File: src/rtl/seq_mult_16bit_cla.sv
// rtl/seq_mult_16bit_cla.sv - sequential unsigned 16x16->32 shift-and-add multiplier
//
// Purpose: multi-cycle MUL path. One CLA_16bit_ripple adder (cin=0) forms
//          ACC+M every cycle; a RUN step either takes that sum or plain ACC,
//          then shifts {carry, ACC, Q} right by one. 16 steps, then DONE.
// Ports:
//   clk     - clock, rising edge
//   rst     - synchronous active-high reset
//   start   - request, only honoured in IDLE
//   a, b    - unsigned multiplicand / multiplier, captured on accepted start
//   busy    - high in RUN and DONE
//   done    - one-cycle pulse in DONE
//   product - last completed result, held until the next completion

// 4-bit carry-lookahead slice.
// Ports: a, b, cin -> sum, cout
module cla_4bit (
  input  logic [3:0] a,
  input  logic [3:0] b,
  input  logic       cin,
  output logic [3:0] sum,
  output logic       cout
);
  logic [3:0] p;
  logic [3:0] g;
  logic [4:0] c;

  assign p = a ^ b;
  assign g = a & b;

  // Fully expanded lookahead carries within the slice.
  assign c[0] = cin;
  assign c[1] = g[0] | (p[0] & cin);
  assign c[2] = g[1] | (p[1] & g[0]) | (p[1] & p[0] & cin);
  assign c[3] = g[2] | (p[2] & g[1]) | (p[2] & p[1] & g[0])
              | (p[2] & p[1] & p[0] & cin);
  assign c[4] = g[3] | (p[3] & g[2]) | (p[3] & p[2] & g[1])
              | (p[3] & p[2] & p[1] & g[0])
              | (p[3] & p[2] & p[1] & p[0] & cin);

  assign sum  = p ^ c[3:0];
  assign cout = c[4];
endmodule

// 16-bit adder: four CLA slices with the carry rippling between slices.
// Ports: a, b, cin -> sum, cout
module CLA_16bit_ripple (
  input  logic [15:0] a,
  input  logic [15:0] b,
  input  logic        cin,
  output logic [15:0] sum,
  output logic        cout
);
  logic [4:0] c;

  assign c[0] = cin;

  for (genvar i = 0; i < 4; i++) begin : g_slice
    cla_4bit u_slice (
      .a    (a[4*i +: 4]),
      .b    (b[4*i +: 4]),
      .cin  (c[i]),
      .sum  (sum[4*i +: 4]),
      .cout (c[i+1])
    );
  end

  assign cout = c[4];
endmodule

module seq_mult_16bit_cla (
  input  logic        clk,
  input  logic        rst,
  input  logic        start,
  input  logic [15:0] a,
  input  logic [15:0] b,
  output logic        busy,
  output logic        done,
  output logic [31:0] product
);
  typedef enum logic [1:0] {
    S_IDLE = 2'd0,
    S_RUN  = 2'd1,
    S_DONE = 2'd2
  } state_t;

  state_t      state_q, state_d;
  logic [15:0] m_q, m_d;
  logic [15:0] acc_q, acc_d;
  logic [15:0] q_q, q_d;
  logic [4:0]  cnt_q, cnt_d;
  logic [31:0] product_q, product_d;

  logic [15:0] add_sum;
  logic        add_cout;

  // Datapath values after one shift-and-add step.
  logic [15:0] acc_step;
  logic [15:0] q_step;

  CLA_16bit_ripple u_adder (
    .a    (acc_q),
    .b    (m_q),
    .cin  (1'b0),
    .sum  (add_sum),
    .cout (add_cout)
  );

  always_ff @(posedge clk) begin
    if (rst) begin
      state_q   <= S_IDLE;
      m_q       <= '0;
      acc_q     <= '0;
      q_q       <= '0;
      cnt_q     <= '0;
      product_q <= '0;
    end else begin
      state_q   <= state_d;
      m_q       <= m_d;
      acc_q     <= acc_d;
      q_q       <= q_d;
      cnt_q     <= cnt_d;
      product_q <= product_d;
    end
  end

  always_comb begin
    state_d   = state_q;
    m_d       = m_q;
    acc_d     = acc_q;
    q_d       = q_q;
    cnt_d     = cnt_q;
    product_d = product_q;
    busy      = 1'b0;
    done      = 1'b0;

    // The adder carry becomes the new ACC MSB, so the 17-bit sum is never
    // truncated; when Q[0]=0 the shift brings in a zero instead.
    if (q_q[0]) begin
      acc_step = {add_cout, add_sum[15:1]};
      q_step   = {add_sum[0], q_q[15:1]};
    end else begin
      acc_step = {1'b0, acc_q[15:1]};
      q_step   = {acc_q[0], q_q[15:1]};
    end

    case (state_q)
      S_IDLE: begin
        if (start) begin
          m_d     = a;
          q_d     = b;
          acc_d   = '0;
          cnt_d   = '0;
          state_d = S_RUN;
        end
      end
      S_RUN: begin
        busy  = 1'b1;
        acc_d = acc_step;
        q_d   = q_step;
        cnt_d = cnt_q + 5'd1;
        if (cnt_q == 5'd15) begin
          product_d = {acc_step, q_step};
          state_d   = S_DONE;
        end
      end
      S_DONE: begin
        busy    = 1'b1;
        done    = 1'b1;
        state_d = S_IDLE;
      end
      default: begin
        state_d = S_IDLE;
      end
    endcase
  end

  assign product = product_q;
endmodule

File: config.mk
export PLATFORM = sky130hd
export DESIGN_NAME = seq_mult_16bit_cla
export DESIGN_NICKNAME = d
export VERILOG_FILES = /design/src/rtl/seq_mult_16bit_cla.sv
export SDC_FILE = /design/constraint.sdc
export NUM_CORES = 1
export LEC_CHECK = 0
export BUFFER_PORTS_ARGS = -buffer_cell sky130_fd_sc_hd__buf_2
export CAP_MARGIN = 30
export CELL_PAD_IN_SITES_DETAIL_PLACEMENT = 1
export CELL_PAD_IN_SITES_GLOBAL_PLACEMENT = 1
export CORE_UTILIZATION = 38
export DETAILED_ROUTE_END_ITERATION = 10
export PLACE_DENSITY_LB_ADDON = 0.05
export SETUP_SLACK_MARGIN = 0.1
export SLEW_MARGIN = 10
export SYNTH_ARGS = -nofsm -noshare
export SYNTH_HDL_FRONTEND = slang
export SYNTH_SLANG_ARGS = --single-unit
export TNS_END_PERCENT = 5
File: constraint.sdc
create_clock -name clk -period 2.25 [get_ports clk]
set_input_delay 0.45 -clock clk [delete_from_list [all_inputs] [get_ports clk]]
set_output_delay 0.45 -clock clk [all_outputs]
set_load 0.02 [all_outputs]
==> results.cfg, run 1 <==
[grt]
antenna_found_initial = 0
grt_pass1_vias = 4132
grt.overflow.total = 0
grt_pass1_wl_um = 20000
grt_usage_pct = 22.44
grt_max_degree = 82

[placement]
gp_congestion = 0.8286
dpl_cell_area_um2 = 4927
place_hpwl_um = 8477
place_inst = 713
io_buffer_count = 68

[layout]
fin_area_um2 = 5269
multiInputGateArea_um2 = 2366
stdcell_count = 733
n_antenna_cell = 0
drive_gt1_share_pct = 28.98
area_growth_pct = 26.72
post-route-util_pct = 50.36
seqCellArea_um2 = 1759
n_fill_cell = 1299
final_nets = 652

[floorplanning]
core_um2 = 10460
fp.dieW_um = 106.6
die-height_um = 106.6
start_util_pct = 39.74
die_area_um2 = 11360
row_count = 37
ios = 69

[clock_network]
ctsHtreeMaxLevel = 3
cts_sinks = 87
cts_tree = built
root_buffer = clkbuf_8
clkSlewWorstSetupHoldPaths_ps = 90
cts_hold_buf = 0
clock_latency_ps = 370
cts_buffers = 9
clk_path_buf_depth = 2

[synth]
synth_nets = 557
synth_top_cell_by_area = dfxtp_1
ys_top_cells_by_area = dfxtp_1 (42%), nand2_1 (7.8%), a21oi_1 (7.5%)
synth_top_flop_cell = dfxtp_1
syn_area_um2 = 4158
yosys_warnings = 0
synth_edf_count = 0
yosysTopAreaCellShare_pct = 41.89
synthCells = 497
async_flop_share_pct = 0
seq_area_frac_synth_pct = 41.89
avgSynthCellArea_um2 = 8.366
synth_common_cells = dfxtp_1 (87), nand2_1 (86), a21oi_1 (62), nor2_1 (44), a211oi_1 (23)
synth.most_common_cell = dfxtp_1
yosysUniqueCellTypes = 45
synth-seq-cells = 87

[worst_hold_path]
hold_depth = 3
hold_class = in -> reg

[sta]
max_freq_mhz = 425.3
finClkSkew_ps = 11.81
finalCritPeriodShare_pct = 104.5
tightest_slew_ps = 681.5
min_period_ps = 2351
slew-limit-headroom_pct = 54.46
fin_ws_ps = -101.1
rsz0062_at_grt = yes
maxSlewViolCount = 0
setup_violations = 3
hold_violations = 0

[run]
cap_violations = 0

[setup_path]
cp_data_arrival_time_ps = 2610
path_max_fanout = 2
critPathLaunchType = register
end_kind = register
reg2reg_depth = 10
required_ps = 2510
worstSetupPathType = reg -> reg

[power]
ir_worst_vdd_mv = 0.3423
p_per_area_nw_per_um2 = 621.2
power_mw = 3.273
p_leak_nw = 2.172

[route]
vias = 3873
wirelength_um = 12040
drc = 0
postRouteAntennaNets = 0
firstDrtPassIters = 4
wl_per_cell_um = 16.42
vias_per_cell = 5.284
drtIter0Drc = 134

[run_status]
failed_checks = setup timing
status = finished, violations left
==> flip-flops by register name, indices dropped and copies added, names as in the netlist <==
register and cells:
product 32, acc_q 16, m_q 16, q_q 16, cnt_q 5, state_q 2
==> cells by family after synthesis <==
kind of cell,share of synthesized area [%]
DFF,41.89
xor gates and xnor gates,1.685
AOI/OAI and AO/OA,20.40
adders and majority gates,8.246
and+or+nand+nor,18.06
buffers and inverters,4.393
muxes,5.326
==> routing by layer <==
layer  vias to the layer above  global-route usage (%)  part of all wire [%]
li1                       1930                       -                     -
met1                      1859                   27.88                    47
met2                        67                   38.94                    48
met3                        17                   2.675                   3.0
met4                         0                   9.883                   2.1
met5                         -                       0                     0
==> area by class of cell <==
cell class	instances	area share (%)
multi-input cells	363	44.91
flip-flops and latches	87	33.39
repair buffers	116	13.61
well taps	136	3.230
clock buffers	11	2.683
inverters	15	1.116
clock inverters	5	1.069
==> path summary, 6_finish.rpt <==
kind,from,endpoint,slack [ps]
worst min-delay path,a[4],m_q[4],310
worst max register to register,m_q[4],acc_q[11],-100
worst max-delay path,m_q[4],acc_q[11],-100
worst min register to register,product[4],product[4],450
==> cell usage in the layout, fill, tap and decap left out, drive strengths merged, types with 3 or more instances in the layout <==
cell	netlist	layout
nor2b	3	3
a211oi	24	24
dfxtp	87	87
clkbuf	19	11
nand3	10	10
mux2i	21	21
o21ai	16	16
buf	13	116
ha	21	21
nor2	44	44
inv	15	16
and2	8	8
fa	4	4
xnor2	8	8
and3	3	3
a21oi	62	62
nand2	86	86
nor3	9	9
a22oi	10	10
nand2b	6	6
o22ai	5	5
==> power by group <==
| part | switching, mW | total (mW) | internal, mW |
|---|---|---|---|
| logic | 0.281 | 0.482 | 0.201 |
| clock network | 0.589 | 1.13 | 0.545 |
| registers | 0.0563 | 1.66 | 1.60 |
| total | 0.927 | 3.27 | 2.35 |
==> worst max-delay path: stages (launching register included) <==
cell and delay [ps]:
dfxtp_2 340, ha_4 280, o21ai_2 60, buf_4 140, o31a_4 370, inv_4 60, a21o_1 110, fa_1 420
mux2i_2 210, o21ai_1 90, and2_1 180
==> repair_timing <==
item | 4_1_cts | 5_1_grt
pin swaps | 15 | 3
setup endpoints to repair | 11 | 13
gates resized for setup | 24 | 5
setup buffers | 3 | 1
==> stage by stage <==
stage	setup TNS [ps]	hold WS (ps)	setup slack, ps
2_1_floorplan	-22.39	440.6	-17.43
3_3_place_gp	-198.2	439.5	-100.6
3_5_place_dp	-564.4	443.9	-207.9
4_1_cts	-271.0	294.4	-118.7
5_1_grt	-835.3	320.4	-176.2
6_report	-218.0	308.1	-101.1
Power figures use the tool's default switching activity.
==> inputs of run 2 (changes only) <==
--- a/config.mk
+++ b/config.mk
@@ -9,12 +9,13 @@
 export CAP_MARGIN = 30
 export CELL_PAD_IN_SITES_DETAIL_PLACEMENT = 1
 export CELL_PAD_IN_SITES_GLOBAL_PLACEMENT = 1
-export CORE_UTILIZATION = 38
+export CORE_UTILIZATION = 39
 export DETAILED_ROUTE_END_ITERATION = 10
 export PLACE_DENSITY_LB_ADDON = 0.05
 export SETUP_SLACK_MARGIN = 0.1
-export SLEW_MARGIN = 10
+export SLEW_MARGIN = 20
 export SYNTH_ARGS = -nofsm -noshare
 export SYNTH_HDL_FRONTEND = slang
+export SYNTH_HIERARCHICAL = 1
 export SYNTH_SLANG_ARGS = --single-unit
 export TNS_END_PERCENT = 5
==> results.cfg, run 2 <==
[run_status]
status = finished, violations left
failed_checks = setup timing

[route]
wirelength_um = 10240
firstDrtPassIters = 4
wl_per_cell_um = 14.56
drc = 0
vias_per_cell = 4.994
drtIter0Drc = 104
vias = 3511
postRouteAntennaNets = 0

[clock_network]
ctsHtreeMaxLevel = 3
cts_sinks = 87
root_buffer = clkbuf_8
cts_hold_buf = 0
cts_tree = built
cts_buffers = 9
clock_latency_ps = 360
clkSlewWorstSetupHoldPaths_ps = 90
cts_setup_buffers = 0
clk_path_buf_depth = 2

[grt]
grt_pass1_vias = 3509
grt_max_degree = 61
antenna_found_initial = 0
grt_usage_pct = 18.83
grt.overflow.total = 0
grt_pass1_wl_um = 17010

[sta]
finClkSkew_ps = 8.954
setup_violations = 20
min_period_ps = 3377
rsz0062_at_grt = yes
maxSlewViolCount = 0
tightest_slew_ps = 518.0
max_freq_mhz = 296.1
slew-limit-headroom_pct = 65.46
finalCritPeriodShare_pct = 150.1
fin_ws_ps = -1127
hold_violations = 0

[synth]
synth_adder_area_share_pct = 7.924
synth_compound_area_share_pct = 16.89
synth_top_cell_by_area = dfxtp_1
synth-xor-area-share_pct = 2.429
yosysTopAreaCellShare_pct = 40.25
ys_top_cells_by_area = dfxtp_1 (40%), ha_1 (6.1%), nand2_1 (6.0%)
synth_top_family_by_area = compound AO/OA/AOI/OAI gates
yosysUniqueCellTypes = 39
yosys_warnings = 6
synthCells = 476
synth.most_common_cell = dfxtp_1
synth-seq-cells = 87
synth_edf_count = 0
muxShareOfSynthArea_pct = 9.080
synth_top_flop_cell = dfxtp_1
avgSynthCellArea_um2 = 9.090
async_flop_share_pct = 0
syn_area_um2 = 4327
synthSimpleGateAreaFrac_pct = 15.41
seq_area_frac_synth_pct = 40.25
synth_common_cells = dfxtp_1 (87), nand2_1 (69), nor2_1 (64), a21oi_1 (42), inv_1 (23)

[setup_path]
end_kind = register
slowest_delay_ps = 350
crit_path_frequent_cell = a21o_1
critPathLaunchType = register
path_max_fanout = 2
worstSetupPathType = reg -> reg
cp_data_arrival_time_ps = 3620
worstPathCellList = ha_4, a21o_1, a31o_1, a21o_1, a21o_1, a31o_1, a21o_1, a21o_1, a31o_1, a21o_1, a21o_1, a31o_1, xor2_1, mux2_4, a32oi_1, nor2_1
required_ps = 2490
critPathSlowestCell = dfxtp_2

[power]
p_per_area_nw_per_um2 = 627.9
clockPowerShare_pct = 34.3
switching_share_pct = 28.14
ir_worst_vdd_mv = 0.3300
p_sw_mw = 0.9091
p_int_mw = 2.322
pwr-share-comb_pct = 15.0
seq_power_share_pct = 50.7
p_leak_nw = 2.326

[layout]
final_common_cell = dfxtp_1
final_nets = 618
n_antenna_cell = 0
area_growth_pct = 18.91
largest_reg_flops = 32
drive_gt1_share_pct = 29.13
layout_common_cells = dfxtp_1 (85), nand2_1 (69), buf_2 (68), nor2_1 (62), a21oi_1 (42)
fin_area_um2 = 5145
n_fill_cell = 1310

[placement]
gp_congestion = 0.7424
dpl_cell_area_um2 = 4917
place_ws_ps = -1100
place_hpwl_um = 7243
io_buffer_count = 68

[floorplanning]
die_area_um2 = 11520
fp.dieW_um = 107.3
die-height_um = 107.3
row_count = 38
start_util_pct = 39.91
ios = 69
core_um2 = 10840

[worst_hold_path]
hold_class = in -> reg

[run]
cap_violations = 0
-- run 2: cell count changes after synthesis, sizes merged, moves of 8 or more --
cell and change:
a21o +10, a21oi -20, a22oi -10, a32oi +16, buf +17, clkbuf -13
inv +8, mux2 +15, nand2 -17, nor2 +20, o21ai -16
-- run 2: cell families (layout without fill, tap and decap cells) --
family | Yosys count | after routing
AND/OR/NAND/NOR | 162 | 162
buffers and inverters | 59 | 145
XOR/XNOR | 12 | 12
other | 1 | 2
adder cells (fa/ha/maj) | 25 | 25
multiplexers | 33 | 33
AO/OA/AOI/OAI | 97 | 97
flip-flops | 87 | 87
-- run 2: path summary, 6_finish.rpt --
path	end	slack, ps	from	cells after the start
min reg2reg	product[5]	460	product[5]	2
min	m_q[3]	320	a[3]	3
max reg2reg	acc_q[14]	-1130	m_q[2]	16
max	acc_q[14]	-1130	m_q[2]	16
-- run 2: what timing repair did --
action,4_1_cts,5_1_grt
gates resized for setup,2,7
pin swaps,2,3
endpoints found under the setup margin,25,26
-- run 2: worst max-delay path: cells and delay by family, from the launching register on --
family	cells	cell delay, ps
DFF	1	350
and+or+nand+nor	1	70
adders and majority gates	1	230
AOI/OAI and AO/OA	12	2210
muxes	1	260
xor gates and xnor gates	1	160
-- run 2: area by class of cell --
type                    instances  area, um2  share of cell area (%)
clock buffers                   9      123.9                   2.408
clock inverters                 7      71.32                   1.386
inverters                      23      86.33                   1.678
multi-input cells             331       2293                   44.58
flip-flops and latches         87       1744                   33.90
well taps                     140      175.2                   3.405
repair buffers                106      650.6                   12.65
-- run 2: routing by layer --
metal	routed length (um)	track usage (%)
met5	0	0
met4	122	7.339
met3	266	2.603
met2	4869	31.47
met1	4978	24.53
-- run 2: through the flow --
stage	hold slack, ps	cells	util [%]	power, mW	setup TNS (ps)
final	320.2	703	47.46	3.231	-12840
after global routing	316.7	703	47.46	3.405	-15510
after CTS	296.9	703	47.22	3.290	-13220
after detailed placement	446.8	687	45.36	2.161	-12630
after global placement	439.7	687	45.36	2.143	-11990
after floorplan	440.0	477	-	2.039	-9323
-- run 2: power groups by stage --
stage	Sequential, mW	Clock, mW	Combinational (mW)
after global routing	1.65	1.22	0.537
after detailed placement	1.68	0	0.486
after floorplan	1.66	0	0.376
after CTS	1.64	1.16	0.489
final	1.64	1.11	0.485
after global placement	1.67	0	0.471
==> inputs of run 3 (changes only) <==
--- a/config.mk
+++ b/config.mk
@@ -11,7 +11,7 @@
 export CELL_PAD_IN_SITES_GLOBAL_PLACEMENT = 1
 export CORE_UTILIZATION = 39
 export DETAILED_ROUTE_END_ITERATION = 10
-export PLACE_DENSITY_LB_ADDON = 0.05
+export PLACE_DENSITY_LB_ADDON = 0.1
 export SETUP_SLACK_MARGIN = 0.1
 export SLEW_MARGIN = 20
 export SYNTH_ARGS = -nofsm -noshare
==> results.cfg, run 3 (synthesis gave the netlist of run 2 again) <==
[run_status]
status = finished, violations left
failed_checks = setup timing

[route]
vias_per_cell = 5.059
drtIter0Drc = 102
postRouteAntennaNets = 0
drc = 0
wl_per_cell_um = 14.90
wirelength_um = 10430
vias = 3541
firstDrtPassIters = 4

[power]
p_sw_mw = 0.8636
p_leak_nw = 2.309
power_mw = 3.230
p_int_mw = 2.366
switching_share_pct = 26.74
pwr-share-comb_pct = 14.9
ir_worst_vdd_mv = 0.2144
seq_power_share_pct = 50.7
clockPowerShare_pct = 34.4
p_per_area_nw_per_um2 = 628.2

[layout]
multiInputGateArea_um2 = 2315
drive_gt1_share_pct = 29.11
seqCellArea_um2 = 1744
n_antenna_cell = 0
area_growth_pct = 18.83
final_common_cell = dfxtp_1
largest_reg_flops = 32
n_fill_cell = 1341
final_nets = 616
layout_common_cells = dfxtp_1 (85), nand2_1 (69), buf_2 (68), nor2_1 (60), a21oi_1 (42)
post-route-util_pct = 47.43

[grt]
grt_pass1_wl_um = 17370
grt_pass1_vias = 3562
antenna_found_initial = 0
grt_max_degree = 88
grt.overflow.total = 0
grt_usage_pct = 19.13

[placement]
place_ws_ps = -1172
io_buffer_count = 68
gp_congestion = 0.7637
place_hpwl_um = 7290

[worst_hold_path]
hold_class = in -> reg
hold_depth = 3

[clock_network]
ctsHtreeMaxLevel = 3
clock_latency_ps = 350
clk_path_buf_depth = 2
cts_hold_buf = 0
cts_sinks = 87
cts_buffers = 9
clkSlewWorstSetupHoldPaths_ps = 80
root_buffer = clkbuf_8
cts_setup_buffers = 0
cts_tree = built

[setup_path]
cp.depth = 16
critPathSlowestCell = dfxtp_2
worstPathCellList = ha_4, a21o_1, a31o_1, a21o_1, a21o_1, a31o_1, a21o_1, a21o_1, a31o_1, a21o_1, a21o_1, a31o_1, xor2_1, mux2_4, a32oi_1, nor2_1
worstSetupPathType = reg -> reg
required_ps = 2480
cp_data_arrival_time_ps = 3660
reg2reg_depth = 16
end_kind = register
critical_path.top_delay_family = compound AO/OA/AOI/OAI gates
path_max_fanout = 2
path_buf_inv = 0
crit_path_frequent_cell = a21o_1
critPathLaunchType = register
slowest_delay_ps = 350

[sta]
maxSlewViolCount = 0
max_freq_mhz = 292.3
finalCritPeriodShare_pct = 152.1
setup_tns_ps = -13650
min_period_ps = 3422
finClkSkew_ps = 6.190
fin_ws_ps = -1172
setup_violations = 21
rsz0062_at_grt = yes
hold_violations = 0

[floorplanning]
core_um2 = 10840
ios = 69
row_count = 38
die_area_um2 = 11520
start_util_pct = 39.91
die-height_um = 107.3
fp.dieW_um = 107.3

[run]
cap_violations = 0
-- run 3: cell count changes in the layout (fill, tap and decap cells not counted), moves of 2 or more --
cell	delta
inv_6	-2
clkbuf_8	+2
nor2_1	-2
clkinv_2	-2
-- run 3: worst min-delay path, stage by stage --
cell     delay (ps)
buf_2            90
nand2_1          40
a21oi_1          50
-- run 3: layout make-up --
cell class | instances | area share [%]
tap | 140 | 3.407
multi-input combinational | 331 | 45.02
sequential | 87 | 33.93
inverter | 23 | 1.679
clock buffer | 12 | 3.018
clock inverter | 3 | 0.8275
timing repair buffer | 104 | 12.12
-- run 3: power by group through the flow --
stage	Sequential (mW)	Clock [mW]	Combinational (mW)
final	1.64	1.11	0.481
after global routing	1.65	1.21	0.530
after CTS	1.64	1.16	0.484
after detailed placement	1.67	0	0.477
after global placement	1.67	0	0.462
after floorplan	1.66	0	0.376
-- run 3: what timing repair did --
item | in CTS | in global routing
cloned | 0 | 0
pin swaps | 4 | 1
endpoints found under the setup margin | 26 | 26
gates resized for setup | 7 | 7
-- run 3: layer usage --
layer / GRT usage, % / part of all wire [%]
met5: 0 / 0
met4: 6.164 / 1.3
met2: 33.18 / 49
met1: 24.29 / 47
met3: 2.845 / 2.9
-- run 3: final timing paths --
path | from | end | slack (ps)
max reg2reg | m_q[2] | acc_q[14] | -1170
min reg2reg | product[4] | product[4] | 460
max | m_q[2] | acc_q[14] | -1170
min | a[2] | m_q[2] | 320
-- run 3: per-stage QoR --
stage	area [um2]	hold WS [ps]	std cells
5_1_grt	5141	313.3	700
3_3_place_gp	4890	437.9	685
2_1_floorplan	4345	440.0	477
6_report	5141	315.6	700
4_1_cts	5109	301.9	700
3_5_place_dp	4890	446.9	685
